`src/rtl/vctrl_pkg.sv`:
```
// Shared constants and types for the vector hazard controller:
// register-file geometry, default multiply latency and forwarding selects.
package vctrl_pkg;

    localparam int NUM_VREGS = 32;
    localparam int VREG_W    = 5;
    localparam int MUL_LAT   = 4;
    localparam int CNT_W     = 4;

    typedef enum logic [1:0] {
        FWD_RF    = 2'b00,
        FWD_EXMEM = 2'b01,
        FWD_MEMWB = 2'b10
    } fwd_sel_e;

    // EX/MEM is the younger producer, so it wins over MEM/WB when both match.
    function automatic fwd_sel_e fwdSelect(
        input logic              idexValid,
        input logic [VREG_W-1:0] src,
        input logic              exmemValid,
        input logic              exmemVwe,
        input logic [VREG_W-1:0] exmemVrd,
        input logic              memwbValid,
        input logic              memwbVwe,
        input logic [VREG_W-1:0] memwbVrd
    );
        fwd_sel_e sel;
        sel = FWD_RF;
        if (idexValid) begin
            if (exmemValid && exmemVwe && (exmemVrd == src)) begin
                sel = FWD_EXMEM;
            end else if (memwbValid && memwbVwe && (memwbVrd == src)) begin
                sel = FWD_MEMWB;
            end
        end
        return sel;
    endfunction

endpackage

```
`src/rtl/vhazard_ctrl_if.sv`:
```
// Pipeline-side bundle of the hazard controller: ID, ID/EX, EX/MEM and
// MEM/WB status going in, stall/forward/multiply control coming out.
interface vhazard_ctrl_if;
    import vctrl_pkg::*;

    logic              id_valid;
    logic [VREG_W-1:0] id_vrs1;
    logic [VREG_W-1:0] id_vrs2;
    logic [VREG_W-1:0] id_vrd;
    logic              id_vwe;
    logic              id_vmul;

    logic              idex_valid;
    logic              idex_vwe;
    logic              idex_vload;
    logic [VREG_W-1:0] idex_vrs1;
    logic [VREG_W-1:0] idex_vrs2;
    logic [VREG_W-1:0] idex_vrd;

    logic              exmem_valid;
    logic              exmem_vwe;
    logic [VREG_W-1:0] exmem_vrd;

    logic              memwb_valid;
    logic              memwb_vwe;
    logic [VREG_W-1:0] memwb_vrd;

    logic              stall;
    logic [1:0]        fwdA_sel;
    logic [1:0]        fwdB_sel;
    logic              vmul_start;
    logic              vmul_busy;
    logic              vmul_done;

    modport master (
        output id_valid, id_vrs1, id_vrs2, id_vrd, id_vwe, id_vmul,
        output idex_valid, idex_vwe, idex_vload, idex_vrs1, idex_vrs2, idex_vrd,
        output exmem_valid, exmem_vwe, exmem_vrd,
        output memwb_valid, memwb_vwe, memwb_vrd,
        input  stall, fwdA_sel, fwdB_sel, vmul_start, vmul_busy, vmul_done
    );

    modport slave (
        input  id_valid, id_vrs1, id_vrs2, id_vrd, id_vwe, id_vmul,
        input  idex_valid, idex_vwe, idex_vload, idex_vrs1, idex_vrs2, idex_vrd,
        input  exmem_valid, exmem_vwe, exmem_vrd,
        input  memwb_valid, memwb_vwe, memwb_vrd,
        output stall, fwdA_sel, fwdB_sel, vmul_start, vmul_busy, vmul_done
    );

endinterface

```
`src/rtl/vhazard_ctrl_vmul_sequencer.sv`:
```
// Tracks the single outstanding vector multiply: latency down-counter,
// latched destination register and the one-cycle done strobe.
module vmul_sequencer #(
    parameter int MUL_LAT = vctrl_pkg::MUL_LAT
) (
    input  logic                          clk,
    input  logic                          reset,
    input  logic                          start_i,
    input  logic [vctrl_pkg::VREG_W-1:0]  vrd_i,
    output logic [vctrl_pkg::CNT_W-1:0]   count_o,
    output logic                          busy_o,
    output logic                          done_o,
    output logic [vctrl_pkg::VREG_W-1:0]  vrd_o
);
    import vctrl_pkg::*;

    logic [CNT_W-1:0]  count_q, count_d;
    logic [VREG_W-1:0] vrd_q, vrd_d;

    // A new launch reloads the counter even in the done cycle, which is
    // what lets multiplies issue back to back.
    always_comb begin
        count_d = count_q;
        vrd_d   = vrd_q;
        if (start_i) begin
            count_d = CNT_W'(MUL_LAT);
            vrd_d   = vrd_i;
        end else if (count_q != '0) begin
            count_d = count_q - 1'b1;
        end
    end

    // Reset abandons any multiply in flight so no done pulse follows it.
    always_ff @(posedge clk) begin
        if (reset) begin
            count_q <= '0;
            vrd_q   <= '0;
        end else begin
            count_q <= count_d;
            vrd_q   <= vrd_d;
        end
    end

    assign count_o = count_q;
    assign busy_o  = (count_q != '0);
    assign done_o  = (count_q == CNT_W'(1));
    assign vrd_o   = vrd_q;

endmodule

```
`src/rtl/vhazard_ctrl.sv`:
```
// Vector pipeline hazard controller: operand forwarding selects, load-use
// stall, pending-write scoreboard for the multi-cycle multiply and the
// structural stall while the single multiplier is occupied.
module vhazard_ctrl #(
    parameter int NUM_VREGS = vctrl_pkg::NUM_VREGS,
    parameter int MUL_LAT   = vctrl_pkg::MUL_LAT
) (
    input  logic           clk,
    input  logic           reset,
    vhazard_ctrl_if.slave  bus
);
    import vctrl_pkg::*;

    logic [CNT_W-1:0]     seqCount;
    logic                 seqBusy;
    logic                 seqDone;
    logic [VREG_W-1:0]    seqVrd;

    logic [NUM_VREGS-1:0] pending_q, pending_d;

    logic loadUseStall;
    logic rawStall;
    logic wawStall;
    logic structStall;
    logic stallAll;
    logic vmulStart;

    vmul_sequencer #(
        .MUL_LAT (MUL_LAT)
    ) u_seq (
        .clk     (clk),
        .reset   (reset),
        .start_i (vmulStart),
        .vrd_i   (bus.id_vrd),
        .count_o (seqCount),
        .busy_o  (seqBusy),
        .done_o  (seqDone),
        .vrd_o   (seqVrd)
    );

    // Stall causes; a WAW against the register being written back in this
    // very cycle is harmless because the new write lands later, so that case
    // is excused to let a same-destination multiply issue back to back.
    always_comb begin
        loadUseStall = bus.id_valid & bus.idex_valid & bus.idex_vload & bus.idex_vwe &
                       ((bus.idex_vrd == bus.id_vrs1) | (bus.idex_vrd == bus.id_vrs2));
        rawStall     = bus.id_valid & (pending_q[bus.id_vrs1] | pending_q[bus.id_vrs2]);
        wawStall     = bus.id_valid & bus.id_vwe & pending_q[bus.id_vrd] &
                       ~(seqDone & (seqVrd == bus.id_vrd));
        structStall  = bus.id_valid & bus.id_vmul & (seqCount > CNT_W'(1));
        stallAll     = loadUseStall | rawStall | wawStall | structStall;
        vmulStart    = bus.id_valid & bus.id_vmul & ~stallAll;
    end

    // Scoreboard update: the completing destination clears first so a
    // launch to the same register in the done cycle keeps its bit set.
    always_comb begin
        pending_d = pending_q;
        if (seqDone) begin
            pending_d[seqVrd] = 1'b0;
        end
        if (vmulStart) begin
            pending_d[bus.id_vrd] = 1'b1;
        end
    end

    // Scoreboard register, wiped on reset together with the sequencer.
    always_ff @(posedge clk) begin
        if (reset) begin
            pending_q <= '0;
        end else begin
            pending_q <= pending_d;
        end
    end

    assign bus.stall      = stallAll;
    assign bus.vmul_start = vmulStart;
    assign bus.vmul_busy  = seqBusy;
    assign bus.vmul_done  = seqDone;
    assign bus.fwdA_sel   = fwdSelect(bus.idex_valid, bus.idex_vrs1,
                                      bus.exmem_valid, bus.exmem_vwe, bus.exmem_vrd,
                                      bus.memwb_valid, bus.memwb_vwe, bus.memwb_vrd);
    assign bus.fwdB_sel   = fwdSelect(bus.idex_valid, bus.idex_vrs2,
                                      bus.exmem_valid, bus.exmem_vwe, bus.exmem_vrd,
                                      bus.memwb_valid, bus.memwb_vwe, bus.memwb_vrd);

endmodule
```
`src/flat_wrapper.sv`:
```
// flat-port wrapper written by rule: the top's interface ports become plain ports
module vhazard_ctrl_flat import vctrl_pkg::*;
#(
    parameter int NUM_VREGS = vctrl_pkg::NUM_VREGS,
    parameter int MUL_LAT   = vctrl_pkg::MUL_LAT
)
  (clk, reset, bus_id_valid, bus_id_vrs1, bus_id_vrs2, bus_id_vrd, bus_id_vwe, bus_id_vmul, bus_idex_valid, bus_idex_vwe, bus_idex_vload, bus_idex_vrs1, bus_idex_vrs2, bus_idex_vrd, bus_exmem_valid, bus_exmem_vwe, bus_exmem_vrd, bus_memwb_valid, bus_memwb_vwe, bus_memwb_vrd, bus_stall, bus_fwdA_sel, bus_fwdB_sel, bus_vmul_start, bus_vmul_busy, bus_vmul_done);
  vhazard_ctrl_if bus_i ();
  input  logic clk;
  input  logic reset;
  input wire logic [$bits(bus_i.id_valid)-1:0] bus_id_valid;
  input wire logic [$bits(bus_i.id_vrs1)-1:0] bus_id_vrs1;
  input wire logic [$bits(bus_i.id_vrs2)-1:0] bus_id_vrs2;
  input wire logic [$bits(bus_i.id_vrd)-1:0] bus_id_vrd;
  input wire logic [$bits(bus_i.id_vwe)-1:0] bus_id_vwe;
  input wire logic [$bits(bus_i.id_vmul)-1:0] bus_id_vmul;
  input wire logic [$bits(bus_i.idex_valid)-1:0] bus_idex_valid;
  input wire logic [$bits(bus_i.idex_vwe)-1:0] bus_idex_vwe;
  input wire logic [$bits(bus_i.idex_vload)-1:0] bus_idex_vload;
  input wire logic [$bits(bus_i.idex_vrs1)-1:0] bus_idex_vrs1;
  input wire logic [$bits(bus_i.idex_vrs2)-1:0] bus_idex_vrs2;
  input wire logic [$bits(bus_i.idex_vrd)-1:0] bus_idex_vrd;
  input wire logic [$bits(bus_i.exmem_valid)-1:0] bus_exmem_valid;
  input wire logic [$bits(bus_i.exmem_vwe)-1:0] bus_exmem_vwe;
  input wire logic [$bits(bus_i.exmem_vrd)-1:0] bus_exmem_vrd;
  input wire logic [$bits(bus_i.memwb_valid)-1:0] bus_memwb_valid;
  input wire logic [$bits(bus_i.memwb_vwe)-1:0] bus_memwb_vwe;
  input wire logic [$bits(bus_i.memwb_vrd)-1:0] bus_memwb_vrd;
  output wire logic [$bits(bus_i.stall)-1:0] bus_stall;
  output wire logic [$bits(bus_i.fwdA_sel)-1:0] bus_fwdA_sel;
  output wire logic [$bits(bus_i.fwdB_sel)-1:0] bus_fwdB_sel;
  output wire logic [$bits(bus_i.vmul_start)-1:0] bus_vmul_start;
  output wire logic [$bits(bus_i.vmul_busy)-1:0] bus_vmul_busy;
  output wire logic [$bits(bus_i.vmul_done)-1:0] bus_vmul_done;
  assign bus_i.id_valid = bus_id_valid;
  assign bus_i.id_vrs1 = bus_id_vrs1;
  assign bus_i.id_vrs2 = bus_id_vrs2;
  assign bus_i.id_vrd = bus_id_vrd;
  assign bus_i.id_vwe = bus_id_vwe;
  assign bus_i.id_vmul = bus_id_vmul;
  assign bus_i.idex_valid = bus_idex_valid;
  assign bus_i.idex_vwe = bus_idex_vwe;
  assign bus_i.idex_vload = bus_idex_vload;
  assign bus_i.idex_vrs1 = bus_idex_vrs1;
  assign bus_i.idex_vrs2 = bus_idex_vrs2;
  assign bus_i.idex_vrd = bus_idex_vrd;
  assign bus_i.exmem_valid = bus_exmem_valid;
  assign bus_i.exmem_vwe = bus_exmem_vwe;
  assign bus_i.exmem_vrd = bus_exmem_vrd;
  assign bus_i.memwb_valid = bus_memwb_valid;
  assign bus_i.memwb_vwe = bus_memwb_vwe;
  assign bus_i.memwb_vrd = bus_memwb_vrd;
  assign bus_stall = bus_i.stall;
  assign bus_fwdA_sel = bus_i.fwdA_sel;
  assign bus_fwdB_sel = bus_i.fwdB_sel;
  assign bus_vmul_start = bus_i.vmul_start;
  assign bus_vmul_busy = bus_i.vmul_busy;
  assign bus_vmul_done = bus_i.vmul_done;
  vhazard_ctrl #(.NUM_VREGS(NUM_VREGS), .MUL_LAT(MUL_LAT)) u_core (.clk(clk), .reset(reset), .bus(bus_i));
endmodule
```
`config.mk`:
```
export PLATFORM = sky130hd
export DESIGN_NAME = vhazard_ctrl_flat
export DESIGN_NICKNAME = d
export VERILOG_FILES = /design/src/rtl/vctrl_pkg.sv /design/src/rtl/vhazard_ctrl_if.sv /design/src/rtl/vhazard_ctrl_vmul_sequencer.sv /design/src/rtl/vhazard_ctrl.sv /design/src/flat_wrapper.sv
export SDC_FILE = /design/constraint.sdc
export NUM_CORES = 1
export LEC_CHECK = 0
export ABC_AREA = 1
export ABC_CLOCK_PERIOD_IN_PS = 2600
export CORE_ASPECT_RATIO = 0.9
export CORE_MARGIN = 4
export CORE_UTILIZATION = 60
export CTS_BUF_LIST = sky130_fd_sc_hd__clkbuf_4
export CTS_CLUSTER_SIZE = 16
export DETAILED_ROUTE_END_ITERATION = 12
export PLACE_DENSITY = 0.95
export SETUP_SLACK_MARGIN = 0.3
export SLEW_MARGIN = 20
export SYNTH_ARGS = -nofsm -noshare
export SYNTH_HDL_FRONTEND = slang
export SYNTH_SLANG_ARGS = --single-unit
```
`constraint.sdc`:
```
create_clock -name clk -period 2.6 [get_ports clk]
set_input_delay 0.26 -clock clk [delete_from_list [all_inputs] [get_ports clk]]
set_output_delay 0.26 -clock clk [all_outputs]
set_load 0.02 [all_outputs]
```
Word level (Yosys, flattened, before mapping)
Index checks and enable logic that the tools add are counted.
Storage, ports and cells
  bits in registers: 41
  latch bits: 0
  bits in writable memories: 0
  bits in read-only memories: 0
  output and inout bits: 8
  memories: 0
Operators by class
  $add $sub $neg: 1
  multipliers: 0
  div/mod/pow operators: 0
  $lt $le $gt $ge: 7
  eq/ne operators: 8
  shift operators: 0
  mux-type cells: 20
  bitwise logic cells: 22
  reductions and logical operators: 11
Operator list (number)
  $mux W32: 2
  $eq A5 B5 Y1: 7
  $and A32 B32 Y32: 1
  $not A32 Y32: 1
  $or A32 B32 Y32: 1
  $lt A5 B6 Y1 const B: 4
  $bmux W1 S5: 3
  $and A1 B1 Y1: 12
  $mux W2: 6
  $demux W1 S5: 2
  $ge A5 B1 Y1 const B: 2
  $logic_and A1 B1 Y1: 8
  $mux W3: 2
  $mux W1: 5
  $or A1 B1 Y1: 5
  $eq A4 B1 Y1 const B: 1
  $gt A4 B1 Y1 const B: 1
  $reduce_bool A4 Y1: 1
  $sub A4 B1 Y4 const B: 1
  $not A1 Y1: 2
  $reduce_bool A2 Y1: 1
  $reduce_or A2 Y1: 1

Depth between registers and ports, before layout
  word-level depth: 10
  depth in mapped cells: 17
  mapped depth without buffers: 16

Modules after synthesis
Synthesis repeated with hierarchy kept, for this count alone.
Second synthesis, totals
  cells, all modules: 603
  area total of the unflattened synthesis: 3816.2 µm²
Modules (own cells, without submodules)
  vhazard_ctrl: instances 1, cells each 546, area an instance 3387.0 µm², sequential area each 640.6 µm²
  vmul_sequencer: instances 1, cells each 57, area an instance 429.2 µm², sequential area each 180.2 µm²

Worst setup path after synthesis
No wires, ideal clock.
  path kind: flip-flop to output port
  start: register u_core.u_seq.count_q[1], in the netlist u_core.u_seq.count_o[1]
  end: output bus_stall
  data arrival time: 2.089 ns
  path slack: 0.251 ns
  cell stages (with the launch flop): 12
  buffers on the path: 2
  path through: dfxtp_1 inv_1 ha_1 nand2_1 clkinv_1 a211oi_1 a21oi_1 nand2_1 nor2_2 buf_4 buf_6 a21boi_0
Between the ends
  word-level cells in the longest chain between the ends: 6
RTL lines
  start: declaration: line vhazard_ctrl_vmul_sequencer.sv:17  | logic [CNT_W-1:0] count_q, count_d;
  start signal: assignment: line vhazard_ctrl_vmul_sequencer.sv:39  | count_q <= count_d;
  $eq A4 B1 Y1: line vhazard_ctrl_vmul_sequencer.sv:46  | assign done_o = (count_q == CNT_W'(1));
  via bus_vmul_done: line flat_wrapper.sv:34  | output wire logic [$bits(bus_i.vmul_done)-1:0] bus_vmul_done;
  $and A1 B1 Y1: line vhazard_ctrl.sv:49  | ~(seqDone & (seqVrd == bus.id_vrd));
  $not A1 Y1: line vhazard_ctrl.sv:49
  $and A1 B1 Y1: line vhazard_ctrl.sv:48  | wawStall = bus.id_valid & bus.id_vwe & pending_q[bus.id_vrd] &
  $or A1 B1 Y1 (2 in series): line vhazard_ctrl.sv:51  | stallAll = loadUseStall | rawStall | wawStall | structStall;
  end: declaration: line flat_wrapper.sv:29  | output wire logic [$bits(bus_i.stall)-1:0] bus_stall;
The timed path passes the listed nets, and every way through them passes these cells.

Worst setup path in the final report
  start: register u_core.u_seq.count_q[1], in the netlist u_core.u_seq.count_o[1]
  end: output bus_vmul_start
Between the ends
  word-level cells in the longest chain between the ends: 8
RTL lines
  $eq A4 B1 Y1: line vhazard_ctrl_vmul_sequencer.sv:46
  $and A1 B1 Y1: line vhazard_ctrl.sv:49
  $not A1 Y1: line vhazard_ctrl.sv:49
  $and A1 B1 Y1: line vhazard_ctrl.sv:48
  $or A1 B1 Y1: line vhazard_ctrl.sv:51
  $or A1 B1 Y1 *: line vhazard_ctrl.sv:51
  $not A1 Y1 *: line vhazard_ctrl.sv:52  | vmulStart = bus.id_valid & bus.id_vmul & ~stallAll;
  $and A1 B1 Y1 *: line vhazard_ctrl.sv:52
  end: declaration: line flat_wrapper.sv:32  | output wire logic [$bits(bus_i.vmul_start)-1:0] bus_vmul_start;
Every way passes the cells marked *; elsewhere a longest branch is shown, timed or not.

==> results.md <==
Outcome:
- The run finished with clean final reports.

Place:
- In this run the cell area measured after placement is 4250 sq um.
- Prior to clock tree synthesis, the placed netlist has a worst setup slack of -0.238 ns.
- Port buffering added 59 buffers.
- Detailed placement ended at an HPWL of 9190 um.
- At the end of routability-driven placement, the weighted congestion stood at 1.09.
- Counting tap cells, the placed design contains a total of 734 instances.

Synth:
- Counting flops and latches in the post-synthesis netlist gives 41.
- The proportion of synthesized chip area in sequential cells is 0.235.
- The number of synthesis warnings is 0.
- The area fraction of the dominant cell type after synthesis is 0.235.
- Synthesis produced 608 cells.
- By area the synthesized netlist is led by sky130_fd_sc_hd__dfxtp_1 23%, sky130_fd_sc_hd__nand2_1 19%, sky130_fd_sc_hd__nand3_1 8.2%, sky130_fd_sc_hd__nand4_1 7.2%, sky130_fd_sc_hd__a21oi_1 6.7%.
- When the netlist entered floorplanning its net count stood at 663.
- The mean area per synthesized cell is 5.75 sq um.
- The mapped cell area is 3490 sq um.
- The post-synthesis cell type count is 29.
- The biggest area contributor in the post-synthesis netlist is sky130_fd_sc_hd__dfxtp_1.

Timing:
- Dividing the final minimum period by the clock period gives 0.863.
- The post-route minimum period is 2.24 ns.
- The final setup violation count is 0.
- The maximum clock frequency is 446 MHz.
- The worst path meets setup with 0.356 ns of slack.
- Setup repair after global routing could not meet its margin everywhere.
- In the final timing run, aggregate negative setup slack is 0 ns.
- Between clock sinks in the finished design, the worst skew comes to 0.0229 ns.
- At the pin with the least slew margin, the transition time is 0.478 ns.
- The final count of hold timing violations is 0.
- The worst hold margin is 0.408 ns.
- The relative slew slack is 0.680.
- The number of max-slew violations in the final report is 0.

CTS:
- TritonCTS built the clock tree.
- The root cell of the clock tree is sky130_fd_sc_hd__clkbuf_4.
- The tree built by TritonCTS fans out to 41 sinks.
- The maximum clock path buffer count is 2.
- Clock latency on the worst-skew pair, taken at its later pin, is 0.38 ns.
- The number of hold-repair buffers added at the cts stage is 0.
- The H-tree was split into 2 levels.
- The number of CTS-inserted buffers is 5.
- The clock edge transition at the registers on the reported setup and hold paths is 0.12 ns.

Global routing:
- Entering global routing, the biggest net connects 38 pins.
- The number of global-route vias before repair is 4468.
- The first global-routing pass estimated 20400 um of wire.
- The number of antenna violations at the first check in global routing came to 0.
- The remaining global-route overflow is 0.
- The total global-route track usage is 0.365.

Setup path:
- The worst-case register-to-register setup slack is 0.43 ns.
- STA classifies the critical path endpoint as a primary output.
- The worst register-to-register path ends at u_core.pending_q[31].
- The number of cells on the worst reg-to-reg path is 13.
- In this run the worst setup path begins at u_core.u_seq.count_o[1].
- In this run the worst path has a maximum fanout of 3.
- The most critical setup path has its endpoint at bus_vmul_start.
- The worst setup path is launched from a flop.
- STA puts the critical path data required time at 2.34 ns.
- The startpoint-to-endpoint class of the critical path is reg2out.
- For the worst setup path, the data arrival time is 1.98 ns.
- The worst register-to-register path begins at u_core.u_seq.count_o[1].

Power:
- The worst-case IR drop observed on VDD is 0.622 mV.
- In this run the power density over the cells is 438 nW/um^2.
- The internal portion of the total power is 1.19 mW.
- The static leakage is 1.92 nW.
- The share of total power dissipated in combinational logic is 0.431.
- Of the total power, the share spent switching nets is 0.396.
- The sequential fraction of design power is 0.357.
- The relative contribution of the clock network to total power is 0.212.
- The overall power consumption is 1.98 mW.
- The analysis attributes to net switching a power of 783 uW.

Cells and area:
- The fraction of layout cells with a size suffix above 1 is 0.115.
- The number of antenna diodes in the final layout is 0.
- The final core utilization is 0.797.
- In the layout the commonest cells are 178 x sky130_fd_sc_hd__nand2_1, 57 x sky130_fd_sc_hd__nor2_1, 56 x sky130_fd_sc_hd__nand3_1.
- For this run, the number of standard cells in the final layout without fillers is 750.
- The number of nets in the final layout is 735.
- The number of filler cells placed in the layout is 393.
- The signed area change from the synthesized netlist to the final layout is 29.2%.
- The final non-filler cell area is 4510 sq um.
- The most common cell after layout, fill and taps aside is sky130_fd_sc_hd__nand2_1.

Detailed routing:
- Wire segments on met2 add up to 5940 um in the final route.
- The first TritonRoute pass finished after 12 iterations.
- The detail-routed via count per cell is 6.37.
- The number of antenna-violating nets in the routed design is 0.
- The total wire length is 13400 um.
- The number of violations reported at the end of detailed-routing iteration 0 is 1000.
- The top routing layer in use is met4.
- The routed length on met3 is 2010 um.
- For this block, wires on met1 add up to 4620 um.
- The detailed router placed 4778 vias in this run.
- The routed wirelength normalized by instance count is 17.9 um.
- The number of design rule violations left after detail routing is 0.

Floorplanning:
- The count of standard-cell rows is 26.
- The total area inside the core boundary comes to 5660 sq um.
- The die width is 88.4 um.
- The die covers 7110 sq um.
- From bottom edge to top edge, the die measures 80.4 um.
- In this run the count of I/O pins placed on the die edge is 60.
- For this configuration, the core starts out at a cell density of 0.617.

Min path:
- The worst hold path belongs to the class in2reg.

Flow run:
- Max-cap violations in this run came to 0.
-- flip-flops by register name, summed over array words and instances (netlist names) --
| signal | flops |
|---|---|
| u_core.pending_q | 32 |
| u_core.u_seq.vrd_o | 5 |
| u_core.u_seq.count_o | 4 |
-- critical path: stages (launching register included) --
cell and delay [ns]:
sky130_fd_sc_hd__dfxtp_2 0.34, sky130_fd_sc_hd__inv_1 0.09, sky130_fd_sc_hd__ha_2 0.19, sky130_fd_sc_hd__nand2_2 0.08, sky130_fd_sc_hd__nor2_2 0.10, sky130_fd_sc_hd__nand4_1 0.09, sky130_fd_sc_hd__nand2_1 0.08, sky130_fd_sc_hd__inv_1 0.05
sky130_fd_sc_hd__nand2_1 0.06, sky130_fd_sc_hd__nand2_1 0.08, sky130_fd_sc_hd__nor2_4 0.18, sky130_fd_sc_hd__nand3_2 0.08, sky130_fd_sc_hd__inv_1 0.06, sky130_fd_sc_hd__buf_4 0.13
-- power by group through the flow --
stage,Sequential [mW],Combinational (mW),Clock [mW]
finish,0.707,0.852,0.418
global route,0.708,0.926,0.444
CTS,0.699,0.780,0.407
detailed placement,0.712,0.754,0
global placement,0.710,0.729,0
floorplan,0.702,0.484,0
-- cell families (layout without fill, tap and decap cells) --
logic type               after synthesis  after routing  share of synthesized area
AND/OR/NAND/NOR                      350            350                      0.433
AO/OA/AOI/OAI                         99             99                      0.145
buffers and inverters                 86            158                      0.104
flip-flops                            41             41                      0.235
adder cells (fa/ha/maj)                3              3                     0.0107
XOR/XNOR                              29             29                     0.0727
-- cell usage after synthesis --
cell type and number:
sky130_fd_sc_hd__buf_6 2, sky130_fd_sc_hd__nor3_1 8, sky130_fd_sc_hd__buf_2 13, sky130_fd_sc_hd__clkinv_1 1, sky130_fd_sc_hd__nor4_1 4, sky130_fd_sc_hd__xor2_1 17, sky130_fd_sc_hd__nand4_1 40, sky130_fd_sc_hd__inv_2 2
sky130_fd_sc_hd__o21ai_1 1, sky130_fd_sc_hd__nand3b_1 1, sky130_fd_sc_hd__and3_1 1, sky130_fd_sc_hd__inv_1 51, sky130_fd_sc_hd__nor2_1 59, sky130_fd_sc_hd__xnor2_1 12, sky130_fd_sc_hd__nand3_1 57, sky130_fd_sc_hd__a211oi_1 1
sky130_fd_sc_hd__buf_1 2, sky130_fd_sc_hd__clkbuf_1 13, sky130_fd_sc_hd__a21boi_0 1, sky130_fd_sc_hd__a21oi_1 47, sky130_fd_sc_hd__nor2_2 1, sky130_fd_sc_hd__nand2_1 179, sky130_fd_sc_hd__dfxtp_1 41, sky130_fd_sc_hd__a31oi_1 1
sky130_fd_sc_hd__ha_1 3, sky130_fd_sc_hd__o21ai_0 46, sky130_fd_sc_hd__o31ai_1 1, sky130_fd_sc_hd__o22ai_1 1, sky130_fd_sc_hd__buf_4 2
-- how the worst min path moves through the flow --
stage                   startpoint                     to  slack (ns)  depth (start not counted)
2_1_floorplan  u_core.pending_q[4]    u_core.pending_q[4]        0.47                          2
3_3_place_gp   u_core.pending_q[8]    u_core.pending_q[8]        0.49                          2
3_5_place_dp   u_core.pending_q[8]    u_core.pending_q[8]        0.50                          2
4_1_cts        u_core.pending_q[8]    u_core.pending_q[8]        0.52                          2
5_1_grt              bus_id_vrd[4]  u_core.u_seq.vrd_o[4]        0.44                          5
6_report             bus_id_vrd[4]  u_core.u_seq.vrd_o[4]        0.41                          5
-- routing by layer --
metal | vias to the layer above | global-route usage
met4 | 0 | 0.175
met1 | 2056 | 0.423
li1 | 2155 | -
met3 | 140 | 0.127
met5 | - | 0
met2 | 427 | 0.596
-- timing repair --
item,CTS,global route
setup endpoints to repair,6,31
cloned,1,0
setup buffers,0,8
resized for setup,30,36
hold endpoints to repair,0,0
pin swaps,1,6
-- cell type report --
class | instances | area (sq um) | share of cell area
Timing Repair Buffer | 96 | 910 | 0.202
Clock inverter | 2 | 35.0 | 0.00776
Sequential cell | 41 | 830 | 0.184
Timing Repair inverter | 1 | 7.51 | 0.00166
Tap cell | 70 | 87.6 | 0.0194
Clock buffer | 5 | 37.5 | 0.00832
Multi-Input combinational cell | 481 | 2390 | 0.531
Inverter | 54 | 211 | 0.0469
(Power assumes the default switching activity.)
